`src/rtl/seq_bin_divider.sv`:
```
// Restoring shift-subtract divider, 2W/W -> W quotient + W remainder; 2+2W cycles (2 on early exit/error).
// Accepts start only while rdy=1; inputs are ignored while busy and results hold until the next accept.
module seq_bin_divider #(
  parameter int DP_WIDTH = 5,
  parameter int BC_SIZE  = 3
) (
  input  logic                    clk,
  input  logic                    rst_b,
  input  logic                    start,
  input  logic [2*DP_WIDTH-1:0]   dividend,
  input  logic [DP_WIDTH-1:0]     divisor,
  output logic [DP_WIDTH-1:0]     quotient,
  output logic [DP_WIDTH-1:0]     remainder,
  output logic                    rdy,
  output logic                    div_by_zero,
  output logic                    overflow
);

  localparam logic [1:0] S_IDLE  = 2'd0;
  localparam logic [1:0] S_CHECK = 2'd1;
  localparam logic [1:0] S_SHIFT = 2'd2;
  localparam logic [1:0] S_SUB   = 2'd3;

  localparam logic [BC_SIZE-1:0] P_INIT = BC_SIZE'(DP_WIDTH);

  logic [1:0]          state, next_state;
  logic [DP_WIDTH-1:0] a, q, b;
  logic                c;
  logic [BC_SIZE-1:0]  p;

  logic load_regs, clr_regs, set_dbz, set_ovf, shift_regs, decr_p, sub_regs;

  always_comb begin
    next_state = state;
    load_regs  = 1'b0;
    clr_regs   = 1'b0;
    set_dbz    = 1'b0;
    set_ovf    = 1'b0;
    shift_regs = 1'b0;
    decr_p     = 1'b0;
    sub_regs   = 1'b0;
    case (state)
      S_IDLE: begin
        if (start) begin
          load_regs  = 1'b1;
          next_state = S_CHECK;
        end
      end
      S_CHECK: begin
        if (b == '0) begin
          set_dbz    = 1'b1;
          clr_regs   = 1'b1;
          next_state = S_IDLE;
        end else if (a >= b) begin
          // Upper half >= divisor means the quotient needs more than W bits.
          set_ovf    = 1'b1;
          clr_regs   = 1'b1;
          next_state = S_IDLE;
        end else if ({a, q} == '0) begin
          next_state = S_IDLE;
        end else begin
          next_state = S_SHIFT;
        end
      end
      S_SHIFT: begin
        shift_regs = 1'b1;
        decr_p     = 1'b1;
        next_state = S_SUB;
      end
      default: begin
        sub_regs   = 1'b1;
        next_state = (p == '0) ? S_IDLE : S_SHIFT;
      end
    endcase
  end

  always_ff @(posedge clk or negedge rst_b) begin
    if (!rst_b) begin
      state <= S_IDLE;
    end else begin
      state <= next_state;
    end
  end

  always_ff @(posedge clk or negedge rst_b) begin
    if (!rst_b) begin
      a           <= '0;
      q           <= '0;
      b           <= '0;
      c           <= 1'b0;
      p           <= '0;
      div_by_zero <= 1'b0;
      overflow    <= 1'b0;
    end else begin
      if (load_regs) begin
        a           <= dividend[2*DP_WIDTH-1:DP_WIDTH];
        q           <= dividend[DP_WIDTH-1:0];
        b           <= divisor;
        p           <= P_INIT;
        c           <= 1'b0;
        div_by_zero <= 1'b0;
        overflow    <= 1'b0;
      end
      if (clr_regs) begin
        a <= '0;
        q <= '0;
      end
      if (set_dbz) div_by_zero <= 1'b1;
      if (set_ovf) overflow    <= 1'b1;
      if (shift_regs) begin
        {c, a, q} <= {a, q, 1'b0};
      end
      if (decr_p) p <= p - BC_SIZE'(1);
      if (sub_regs) begin
        // C holds the bit shifted out of A, so A-B wraps to the true partial remainder.
        if (c || (a >= b)) begin
          a    <= a - b;
          q[0] <= 1'b1;
        end
        c <= 1'b0;
      end
    end
  end

  assign rdy       = (state == S_IDLE);
  assign quotient  = q;
  assign remainder = a;

endmodule
```
`config.mk`:
```
export PLATFORM = sky130hd
export DESIGN_NAME = seq_bin_divider
export DESIGN_NICKNAME = d
export VERILOG_FILES = /design/src/rtl/seq_bin_divider.sv
export SDC_FILE = /design/constraint.sdc
export NUM_CORES = 1
export LEC_CHECK = 0
export CAP_MARGIN = 20
export CELL_PAD_IN_SITES_DETAIL_PLACEMENT = 1
export CELL_PAD_IN_SITES_GLOBAL_PLACEMENT = 1
export CORE_UTILIZATION = 43
export CTS_BUF_LIST = sky130_fd_sc_hd__clkbuf_2
export DETAILED_ROUTE_END_ITERATION = 7
export HOLD_SLACK_MARGIN = 0.1
export PLACE_DENSITY_LB_ADDON = 0.1
export REMOVE_ABC_BUFFERS = 1
export SLEW_MARGIN = 20
export SYNTH_ARGS = -nofsm -noshare
export SYNTH_HDL_FRONTEND = slang
export SYNTH_SLANG_ARGS = --single-unit
```
`constraint.sdc`:
```
create_clock -name clk -period 4.7 [get_ports clk]
set_clock_uncertainty 0.05 [all_clocks]
set_input_delay 0.94 -clock clk [delete_from_list [all_inputs] [get_ports clk]]
set_output_delay 0.94 -clock clk [all_outputs]
set_load 0.01 [all_outputs]
```
==> results.json <==
{
  "p_clk_share_pct": 6.3,
  "r2r_slack_ps": 2600,
  "die_w_um": 59.5,
  "min_period_ps": 2680,
  "antenna_cells": 0,
  "finalHoldViolCount": 0,
  "cts_buffers": 3,
  "post_synth_num_cell_types": 40,
  "max_freq_mhz": 373,
  "grt.overflow.total": 0,
  "clk_latency_ps": 330,
  "synth_edf_count": 0,
  "preCtsSetupSlack_ps": 1720,
  "period_share_pct": 57.0,
  "crit_type": "flip-flop to output pin",
  "leakagePower_uw": 0.000741,
  "syn_area_um2": 1420,
  "status": "finished clean",
  "p_seq_share_pct": 31.3,
  "synth_top_area_cell": "dfrtp_1",
  "die_y_um": 59.5,
  "p_per_area_nw_per_um2": 756,
  "fin_area_um2": 1750,
  "crit_fanout": 9,
  "avgRoutedWirePerCell_um": 15.8,
  "drtAntennaViolNets": 0,
  "relSlewSlack_pct": 36.1,
  "layout-drive-gt1-share_pct": 6.94,
  "yosysSeqAreaShare_pct": 40.5,
  "rsz0062_at_grt": "false",
  "crit_required_ps": 3710,
  "placed_cell_area_um2": 1730,
  "cts.path.max_buffers": 2,
  "setup_violations": 0,
  "tightest_slew_ps": 957,
  "max-vdd-ir-drop_mv": 0.276,
  "area_delta_synth_final_pct": 22.8,
  "synth_cells": 144,
  "ctsHoldBuffers": 0,
  "cts_num_sinks": 23,
  "vias": 1186,
  "routed_wl_um": 3440,
  "synthTopCellsByArea": "dfrtp_1 40%, ha_1 6.2%, mux2i_1 5.6%",
  "hpwl_um": 2570,
  "dr.pass1.iters": 4,
  "setup_ws_ps": 2020,
  "path_clk_slew_ps": 220,
  "p_switching_uw": 620,
  "grt_antenna_before_repair": 0,
  "hp-class": "flip-flop to flip-flop",
  "core_area_um2": 3100,
  "cts_max_level": 1,
  "swShare_pct": 47.0,
  "drv_slew": 0,
  "ios": 31,
  "drc": 0,
  "vias_per_cell": 5.47,
  "cp.arrival_ps": 1690,
  "grt_pass1_wl_um": 5840,
  "io_buffers": 30,
  "die_area_um2": 3540,
  "first_global_vias": 1244,
  "ys.warnings.count": 0,
  "grt_max_degree": 24,
  "rows": 20,
  "initial_core_util_pct": 45.8,
  "synth_seq_cells": 23,
  "nets": 200,
  "drv_cap": 0,
  "ys.flop_type": "dfrtp_1",
  "syn_avg_cell_area_um2": 9.88,
  "drt_iter0_markers": 54,
  "setup_tns_ps": 0,
  "intPower_uw": 700,
  "cts_tree": "yes",
  "p_comb_share_pct": 62.3,
  "root_buffer": "clkbuf_2",
  "globalRouteTotalUtil_pct": 22.4,
  "hold_ws_ps": 442,
  "fillers": 387,
  "async_flop_share_pct": 100,
  "critPathLaunchType": "flip-flop",
  "ctsResizeCount": 0,
  "cts_setup_buffers": 0,
  "crit_path_end_kind": "output pin",
  "gp_congestion": 0.772,
  "yosysTopAreaCellShare_pct": 40.5
}
-- final timing paths --
check                      cells past startpoint                      to                 start
min                                            1        p[0]$_DFFE_PN0P_      p[0]$_DFFE_PN0P_
min in group asynchronous                      1        b[2]$_DFFE_PN0P_                 rst_b
max in group asynchronous                      1        p[2]$_DFFE_PN0P_                 rst_b
max                                            2                     rdy  state[1]$_DFFE_PN0P_
min reg2reg                                    1        p[0]$_DFFE_PN0P_      p[0]$_DFFE_PN0P_
max reg2reg                                    4  remainder[3]$_DFF_PN0_  state[1]$_DFFE_PN0P_
-- stage by stage --
stage,instances,util (%),total power (µW)
3_3_place_gp,213,55.8,1200
2_1_floorplan,139,-,963
3_5_place_dp,213,55.8,1240
6_report,217,56.3,1320
5_1_grt,217,56.3,1440
4_1_cts,217,56.5,1330
-- logic make-up after synthesis --
family / after synthesis / share of synthesized area [%]
buffers and inverters: 16 / 6.16
adders and majority gates: 8 / 7.56
muxes: 8 / 5.63
xor gates and xnor gates: 3 / 1.85
DFF: 23 / 40.5
and+or+nand+nor: 42 / 16.3
AOI/OAI and AO/OA: 44 / 22.1
-- state kept, by name (all words and copies together) (netlist names) --
| signal | flops |
|---|---|
| remainder | 5 |
| c | 1 |
| overflow | 1 |
| quotient | 5 |
| state | 2 |
| div_by_zero | 1 |
| p | 3 |
| b | 5 |
-- cells in the final DEF (no fill, tap or decap), drive strengths merged, types with 7 or more instances in the layout --
cell and count:
a21oi 8, clkdlybuf4s50 29, dfrtp 23, ha 7
inv 11, mux2i 8, nand2 19, nor2 8
o21ai 15
-- cells in the mapped netlist, types with 4 or more instances --
cell and number:
inv_1 11, o21ai_0 13, dfrtp_1 23, nor2_1 8, a21o_1 4, nand2_1 19
mux2i_1 8, a21oi_1 8, ha_1 7
-- metal layers --
layer  track usage, %  up-vias  wire (µm)
met2             35.3       37       1650
met4             8.64        0         65
li1                 -      566          -
met5                0        -          0
met3             2.18        6        140
met1             31.6      577       1580
-- critical path: stages, from the launching register on --
cell and delay, ps:
dfrtp_1 600, nor2_1 210, clkdlybuf4s50_1 560
-- power by group through the flow --
stage	Combinational [µW]	Sequential, µW	Clock (µW)
4_1_cts	830	413	87.8
5_1_grt	916	430	96.7
3_5_place_dp	824	418	0
3_3_place_gp	790	410	0
6_report	823	413	83.7
2_1_floorplan	560	403	0
-- area by class of cell --
type                            instances  area [µm²]  share of cell area [%]
Clock buffer                            4        20.0                    1.15
Inverter                               11        41.3                    2.36
Multi-Input combinational cell        105         759                    43.5
Sequential cell                        23         576                    33.0
Tap cell                               44        55.1                    3.15
Timing Repair Buffer                   30         295                    16.9
Note: power is estimated with default switching activity, not from simulation.
